### src/rtl/xy_stream_capture.sv
// ============================================================================
//  Module   : xy_stream_capture
//  Brief    : x/y deflection stream monitor; records dwell points into a FIFO.
//             Optional per-record start timestamp: XY_CAPTURE_TIMESTAMP_EN.
//  Revision : 1.0 - initial release
// ============================================================================
`default_nettype none

module xy_stream_capture #(
    parameter int CH_WIDTH    = 8,
    parameter int DWELL_MIN   = 4,
    parameter int DWELL_WIDTH = 16,
    parameter int FIFO_DEPTH  = 16
) (
    input  logic                          clk,
    input  logic                          rst,
    input  logic                          enable,
    input  logic [CH_WIDTH-1:0]           x_ch,
    input  logic [CH_WIDTH-1:0]           y_ch,
    output logic                          out_valid,
    input  logic                          out_ready,
    output logic [CH_WIDTH-1:0]           out_x,
    output logic [CH_WIDTH-1:0]           out_y,
    output logic [DWELL_WIDTH-1:0]        out_dwell,
    output logic [$clog2(FIFO_DEPTH):0]   count,
    output logic                          overflow
`ifdef XY_CAPTURE_TIMESTAMP_EN
    ,
    output logic [31:0]                   out_ts
`endif
);

    localparam int PTR_W = $clog2(FIFO_DEPTH);
    localparam int CNT_W = PTR_W + 1;

    localparam logic [DWELL_WIDTH-1:0] C_DWELL_MIN = DWELL_WIDTH'(DWELL_MIN);
    localparam logic [DWELL_WIDTH-1:0] C_DWELL_ONE = DWELL_WIDTH'(1);
    localparam logic [CNT_W-1:0]       C_FULL      = CNT_W'(FIFO_DEPTH);
    localparam logic [CNT_W-1:0]       C_CNT_ONE   = CNT_W'(1);
    localparam logic [PTR_W-1:0]       C_PTR_ONE   = PTR_W'(1);

    // ------------------------------------------------------------------
    // Run tracker
    // ------------------------------------------------------------------
    logic [CH_WIDTH-1:0]    cur_x_q, cur_x_d;
    logic [CH_WIDTH-1:0]    cur_y_q, cur_y_d;
    logic [DWELL_WIDTH-1:0] dwell_q, dwell_d;
    logic                   have_cur_q, have_cur_d;
    logic                   same_point;
    logic                   push;

`ifdef XY_CAPTURE_TIMESTAMP_EN
    logic [31:0]            ts_q;
    logic [31:0]            run_ts_q, run_ts_d;

    always_ff @(posedge clk or posedge rst) begin
        if (rst) begin
            ts_q     <= 32'd0;
            run_ts_q <= 32'd0;
        end else begin
            ts_q     <= ts_q + 32'd1;
            run_ts_q <= run_ts_d;
        end
    end
`endif

    assign same_point = (x_ch == cur_x_q) && (y_ch == cur_y_q);

    always_comb begin
        cur_x_d    = cur_x_q;
        cur_y_d    = cur_y_q;
        dwell_d    = dwell_q;
        have_cur_d = have_cur_q;
        push       = 1'b0;
`ifdef XY_CAPTURE_TIMESTAMP_EN
        run_ts_d   = run_ts_q;
`endif
        if (enable) begin
            if (!have_cur_q || !same_point) begin
                // A run ending below the minimum is a beam transition, not a point.
                push       = have_cur_q && (dwell_q >= C_DWELL_MIN);
                cur_x_d    = x_ch;
                cur_y_d    = y_ch;
                dwell_d    = C_DWELL_ONE;
                have_cur_d = 1'b1;
`ifdef XY_CAPTURE_TIMESTAMP_EN
                run_ts_d   = ts_q;
`endif
            end else if (dwell_q != {DWELL_WIDTH{1'b1}}) begin
                dwell_d = dwell_q + C_DWELL_ONE;
            end
        end
    end

    always_ff @(posedge clk or posedge rst) begin
        if (rst) begin
            cur_x_q    <= '0;
            cur_y_q    <= '0;
            dwell_q    <= '0;
            have_cur_q <= 1'b0;
        end else begin
            cur_x_q    <= cur_x_d;
            cur_y_q    <= cur_y_d;
            dwell_q    <= dwell_d;
            have_cur_q <= have_cur_d;
        end
    end

    // ------------------------------------------------------------------
    // Show-ahead record FIFO
    // ------------------------------------------------------------------
    logic [CH_WIDTH-1:0]    mem_x  [FIFO_DEPTH];
    logic [CH_WIDTH-1:0]    mem_y  [FIFO_DEPTH];
    logic [DWELL_WIDTH-1:0] mem_dw [FIFO_DEPTH];
`ifdef XY_CAPTURE_TIMESTAMP_EN
    logic [31:0]            mem_ts [FIFO_DEPTH];
`endif

    logic [PTR_W-1:0] wr_ptr_q, wr_ptr_d;
    logic [PTR_W-1:0] rd_ptr_q, rd_ptr_d;
    logic [CNT_W-1:0] count_q, count_d;
    logic             overflow_q, overflow_d;
    logic             full;
    logic             pop;
    logic             wr_en;

    assign full  = (count_q == C_FULL);
    assign pop   = out_valid && out_ready;
    // When full, a simultaneous pop frees the slot the write lands in.
    assign wr_en = push && (!full || pop);

    always_comb begin
        wr_ptr_d   = wr_ptr_q;
        rd_ptr_d   = rd_ptr_q;
        count_d    = count_q;
        overflow_d = overflow_q;
        if (wr_en) begin
            wr_ptr_d = wr_ptr_q + C_PTR_ONE;
        end
        if (pop) begin
            rd_ptr_d = rd_ptr_q + C_PTR_ONE;
        end
        if (wr_en && !pop) begin
            count_d = count_q + C_CNT_ONE;
        end else if (pop && !wr_en) begin
            count_d = count_q - C_CNT_ONE;
        end
        if (push && !wr_en) begin
            overflow_d = 1'b1;
        end
    end

    always_ff @(posedge clk or posedge rst) begin
        if (rst) begin
            wr_ptr_q   <= '0;
            rd_ptr_q   <= '0;
            count_q    <= '0;
            overflow_q <= 1'b0;
        end else begin
            wr_ptr_q   <= wr_ptr_d;
            rd_ptr_q   <= rd_ptr_d;
            count_q    <= count_d;
            overflow_q <= overflow_d;
        end
    end

    always_ff @(posedge clk) begin
        if (wr_en) begin
            mem_x[wr_ptr_q]  <= cur_x_q;
            mem_y[wr_ptr_q]  <= cur_y_q;
            mem_dw[wr_ptr_q] <= dwell_q;
`ifdef XY_CAPTURE_TIMESTAMP_EN
            mem_ts[wr_ptr_q] <= run_ts_q;
`endif
        end
    end

    assign out_valid = (count_q != '0);
    assign count     = count_q;
    assign overflow  = overflow_q;
    assign out_x     = out_valid ? mem_x[rd_ptr_q]  : '0;
    assign out_y     = out_valid ? mem_y[rd_ptr_q]  : '0;
    assign out_dwell = out_valid ? mem_dw[rd_ptr_q] : '0;
`ifdef XY_CAPTURE_TIMESTAMP_EN
    assign out_ts    = out_valid ? mem_ts[rd_ptr_q] : '0;
`endif

endmodule

`default_nettype wire

### config.mk
export PLATFORM = sky130hd
export DESIGN_NAME = xy_stream_capture
export DESIGN_NICKNAME = d
export VERILOG_FILES = /design/src/rtl/xy_stream_capture.sv
export SDC_FILE = /design/constraint.sdc
export NUM_CORES = 1
export LEC_CHECK = 0
export BUFFER_PORTS_ARGS = -buffer_cell sky130_fd_sc_hd__buf_2
export CAP_MARGIN = 20
export CORE_ASPECT_RATIO = 0.7
export CORE_MARGIN = 2
export CORE_UTILIZATION = 35
export CTS_BUF_LIST = sky130_fd_sc_hd__clkbuf_16
export CTS_CLUSTER_DIAMETER = 50
export DETAILED_ROUTE_END_ITERATION = 16
export SYNTH_ARGS = -nofsm -noshare
export SYNTH_HDL_FRONTEND = slang
export SYNTH_SLANG_ARGS = --single-unit
### constraint.sdc
create_clock -name clk -period 8.85 [get_ports clk]
set_input_delay 1.3275 -clock clk [delete_from_list [all_inputs] [get_ports clk]]
set_output_delay 1.3275 -clock clk [all_outputs]
set_load 0.05 [all_outputs]
After elaboration in Yosys (flattened, before gate mapping)
Memory sizes are Yosys's and may differ from the RTL's.
Cells that the tools add are included.
{"block": "word_totals", "input_bits": 20, "ram_bits": 512, "ff_bits": 47, "latch_bits": 0, "mem_bits_ro": 0, "memories": 3, "out_inout_bits": 39}
{"block": "classes", "bitwise_logic": 0, "magnitude_cmp": 1, "multipliers": 0, "shifts": 0, "div": 0, "eq_ne": 4, "addsub": 5, "n_reduce_logical": 19, "muxes": 11}
{"name": "mem_dw", "words": 16, "width": 16, "rd": 1, "rd_ports_with_merged_regs": 0, "write_ports": 1, "line_no": "114", "rtl": "logic [DWELL_WIDTH-1:0] mem_dw [FIFO_DEPTH];"}
{"name": "mem_x", "words": 16, "width": 8, "rd": 1, "rd_ports_with_merged_regs": 0, "write_ports": 1, "line_no": "112", "rtl": "logic [CH_WIDTH-1:0] mem_x [FIFO_DEPTH];"}
{"name": "mem_y", "words": 16, "width": 8, "rd": 1, "rd_ports_with_merged_regs": 0, "write_ports": 1, "line_no": "113", "rtl": "logic [CH_WIDTH-1:0] mem_y [FIFO_DEPTH];"}
{"operator": "$mux 16", "count": 3}
{"operator": "$add 16x1->16 const B", "count": 1}
{"operator": "$eq 8x8->1", "count": 2}
{"operator": "$ge 16x3->1 const B", "count": 1}
{"operator": "$mux 8", "count": 2}
{"operator": "$ne 16x16->1 const B", "count": 1}
{"operator": "$mux 5", "count": 2}
{"operator": "$add 4x1->4 const B", "count": 2}
{"operator": "$logic_and 1x1->1", "count": 7}
{"operator": "$add 5x1->5 const B", "count": 1}
{"operator": "$eq 5x5->1 const B", "count": 1}
{"operator": "$logic_not 1->1", "count": 5}
{"operator": "$reduce_bool 5->1", "count": 1}
{"operator": "$sub 5x1->5 const B", "count": 1}
{"operator": "$mux 1", "count": 4}
{"operator": "$reduce_and 2->1", "count": 2}
{"operator": "$reduce_bool 2->1", "count": 2}
{"operator": "$logic_or 1x1->1", "count": 2}

Longest topological paths before layout
{"block": "depth", "word_depth": 11, "mapped_depth": 14, "depth_no_buf": 13}

Worst setup path after synthesis
Ideal clock, no wire load.
{"block": "synth_timing", "kind": "in2reg", "from": "in y_ch[1]", "to": "reg count_q[4], in the netlist count[4]", "setup_ps": 145, "slack_ps": 5053, "t_arrival_ps": 3653, "cell_stages": 14, "cell_sequence": "xnor2_1 -> nand4_1 -> or3_1 -> clkbuf_2 -> o211ai_1 -> inv_1 -> ha_1 -> inv_1 -> ha_1 -> a21o_1 -> a21oi_1 -> xnor2_1 -> nor2_1 -> xor2_1"}
{"block": "synth_between", "elab_chain_len": 10, "word_cells_on_any_way": 12, "classes_between": "eq/ne (1); mux (3); reduce/logical (8)"}
{"item": "from (decl)", "line_no": "19", "rtl": "input logic [CH_WIDTH-1:0] y_ch,"}
{"item": "$eq 8x8->1 *", "line_no": "67", "rtl": "assign same_point = (x_ch == cur_x_q) && (y_ch == cur_y_q);"}
{"item": "$logic_and 1x1->1 *", "line_no": "67"}
{"item": "$logic_not 1->1 *", "line_no": "79", "rtl": "if (!have_cur_q || !same_point) begin"}
{"item": "$logic_or 1x1->1 *", "line_no": "79"}
{"item": "$mux 1 *", "line_no": "79"}
{"item": "$mux 1 *", "line_no": "78", "rtl": "if (enable) begin"}
{"item": "$logic_and 1x1->1 *", "line_no": "130", "rtl": "assign wr_en = push && (!full || pop);"}
{"item": "net wr_en", "line_no": "125", "rtl": "logic wr_en;"}
{"item": "$logic_not 1->1", "line_no": "145", "rtl": "end else if (pop && !wr_en) begin"}
{"item": "$logic_and 1x1->1", "line_no": "145"}
{"item": "$reduce_bool 2->1 (no source line)"}
{"item": "to (signal assigned)", "line_no": "162", "rtl": "count_q <= count_d;"}
{"item": "to (decl)", "line_no": "121", "rtl": "logic [CNT_W-1:0] count_q, count_d;"}
Mark *: on every way through the listed nets, which the timed path passes. The rest lies on a longest branch.
A chain may end at the register's enable or synchronous reset.

Worst setup path after layout
{"block": "layout_timing", "from": "reg rd_ptr_q[0]", "to": "out out_dwell[7]"}
{"block": "layout_between", "elab_chain_len": 2}
{"item": "from (decl)", "line_no": "120", "rtl": "logic [PTR_W-1:0] rd_ptr_q, rd_ptr_d;"}
{"item": "from (signal assigned)", "line_no": "161", "rtl": "rd_ptr_q <= rd_ptr_d;"}
{"item": "$mem_v2 16x16"}
{"item": "$mux 16", "line_no": "183", "rtl": "assign out_dwell = out_valid ? mem_dw[rd_ptr_q] : '0;"}
{"item": "to (decl)", "line_no": "24", "rtl": "output logic [DWELL_WIDTH-1:0] out_dwell,"}
No other way between the ends.

==> impl_metrics.tcl <==
set metrics [dict create \
    cp_slowest_cell "dfrtp_4" \
    hold_class "reg2reg" \
    clkTransAtPathRegs_ps 70 \
    hold_depth 1 \
    antenna_found_initial 1 \
    seq_area_frac_synth_pct 74.84 \
    initial_core_util_pct 35.20 \
    wl_per_cell_um 25.00 \
    hold_viol_final 0 \
    grt_pass1_vias 10580 \
    synth-main-ff-cell "edfxtp_1" \
    die_area_sq_um 65240 \
    drv_slew 0 \
    vias 10180 \
    root_buffer "clkbuf_16" \
    grt_pass1_wl_um 72420 \
    synth_edf_count 512 \
    layout-area-overhead-vs-synth_pct 13.23 \
    ant_nets 0 \
    tns_ps 0 \
    startpoint_type "register" \
    grt_max_degree 69 \
    drcViolationCount 0 \
    avgSynthCellArea_sq_um 21.96 \
    rows 77 \
    timing.final.crit_share_pct 60.73 \
    rrSetupSlack_ps 4860 \
    cts_setup_buffers 0 \
    crit_top_cell "mux4_2" \
    drt-pass1-iter-count 5 \
    synth_seq_cells 559 \
    htreeDepth 2 \
    synth_area_sq_um 22110 \
    die_w_um 304.4 \
    rsz0062_at_grt "no" \
    port_buffers 58 \
    maxCapViolCount 0 \
    reg2reg_to "mem_dw[13][2]" \
    totalWireLength_um 48990 \
    clock-sinks 559 \
    fmax_mhz 186.1 \
    syn_nets 1039 \
    path_max_fanout 45 \
    power_leakage_nw 8.411 \
    r2r_start "cur_y_q[5]" \
    grt-ovfl-total 0 \
    viasPerCell 5.194 \
    clockBufferDepth 3 \
    placed_cells 1866 \
    relSlewSlack_pct 30.63 \
    die_h_um 214.3 \
    fin_util_pct 39.86 \
    setup_viol 0 \
    clk-insertion-delay-late_ps 580 \
    fin_cells 1960 \
    core-area_sq_um 62820 \
    arrival_ps 4050 \
    ys_warn_count 0 \
    cts_resized 0 \
    diodes 0 \
    ir_drop_uv 199.4 \
    path_class "reg2out" \
    slowest_delay_ps 1060 \
    place.gp.congestion 0.7175 \
    async_reset_ff_share_pct 8.408 \
    skew_ps 14.41 \
    drt_iter0_drc 832 \
    final_common_cell "edfxtp_1" \
    required_ps 7520 \
    period_minus_slack_ps 5375 \
    nNetsFinal 1121 \
    synthDistinctLibCells 43 \
    grt_usage_pct 15.04 \
    syn_inst 1007 \
    crit_start "rd_ptr_q[0]" \
    drive_gt1_share_pct 31.30 \
    p_per_area_nw_per_um2 285.8 \
    crit_path_end "out_dwell[7]" \
    worstMarginPinSlew_ps 1041 \
    crit_chain "buf_4 -> mux4_2 -> mux4_2 -> and2_1 -> buf_2" \
    cts_buffers 50 \
    holdBufCountCts 0 \
    hpwlAfterDp_um 26830 \
    io_pins 59 \
    r2r_cells 7 \
    cts_tree "done" \
    status "finished, final reports clean" \
    layout_common_cells "edfxtp_1 (512), mux4_2 (160), buf_2 (58)" \
    end_kind "output port" \
]
kinds of logic after synthesis:
kind of cell	after synthesis	share of synthesized area, %
and+or+nand+nor	137	3.621
DFF	559	74.84
buffers and inverters	63	1.375
AOI/OAI and AO/OA	18	0.5884
adders and majority gates	12	0.7129
xor gates and xnor gates	39	1.545
muxes	179	17.31
stage by stage:
step	total power, W	setup slack [ps]	area (sq um)	hold slack [ps]
2_1_floorplan	0.004632	5053	22110	498.0
3_3_place_gp	0.005085	3987	23380	522.4
3_5_place_dp	0.005100	3958	23400	528.6
4_1_cts	0.007262	3325	25040	541.4
5_1_grt	0.007453	3179	25040	564.4
6_report	0.007156	3475	25040	530.3
worst max-delay path: cells and delay by family, from the launching register on:
| family | cells | cell delay (ps) |
|---|---|---|
| buffers and inverters | 2 | 1000 |
| DFF | 1 | 1060 |
| muxes | 2 | 1120 |
| and+or+nand+nor | 1 | 180 |
flip-flops by register name, summed over array words and instances, names as in the netlist:
name / count
mem_x: 128
have_cur_q: 1
mem_y: 128
count: 5
cur_y_q: 8
cur_x_q: 8
rd_ptr_q: 4
mem_dw: 256
overflow: 1
wr_ptr_q: 4
dwell_q: 16
cells in the mapped netlist, types with 11 or more instances:
master | instances | area share [%]
and2_1 | 39 | 1.1
inv_1 | 11 | 0.19
ha_1 | 11 | 0.62
nand4_1 | 12 | 0.34
xor2_1 | 11 | 0.44
xnor2_1 | 28 | 1.1
mux4_2 | 160 | 16
nand3_1 | 15 | 0.34
dfrtp_1 | 47 | 5.3
mux2_2 | 16 | 0.81
edfxtp_1 | 512 | 70
clkbuf_1 | 29 | 0.49
nor2_1 | 22 | 0.37
and4_1 | 17 | 0.67
how the worst min path moves through the flow:
stage                           start     endpoint
after floorplan           wr_ptr_q[0]  wr_ptr_q[0]
after global routing      wr_ptr_q[0]  wr_ptr_q[0]
after detailed placement  wr_ptr_q[0]  wr_ptr_q[0]
after CTS                 wr_ptr_q[0]  wr_ptr_q[0]
after global placement       count[4]     count[4]
final                        count[4]     count[4]
where the power goes:
group | switching (W) | internal [W]
logic | 0.00106 | 0.000816
clock network | 0.000937 | 0.00123
registers | 0.000198 | 0.00291
total | 0.00220 | 0.00496
per-layer routing:
layer  wire length [um]  global-route usage [%]  part of all wire [%]  vias to the layer above
met5                  0                       0                     0                        -
met2              23470                   23.83                    48                      260
met3               2438                   2.589                   5.0                       59
met1              22340                   21.98                    46                     5506
li1                   -                       -                     -                     4356
met4                744                   3.119                   1.5                        0
cell type report:
cell class                      count  area [sq um]
Fill cell                        5545         37780
Clock inverter                     44         384.1
Multi-Input combinational cell    385          5281
Inverter                           11         41.29
Timing Repair Buffer               82         483.0
Clock buffer                       50          1251
Tap cell                          829          1037
Sequential cell                   559         16560
Note: power is estimated with default switching activity, not from simulation.
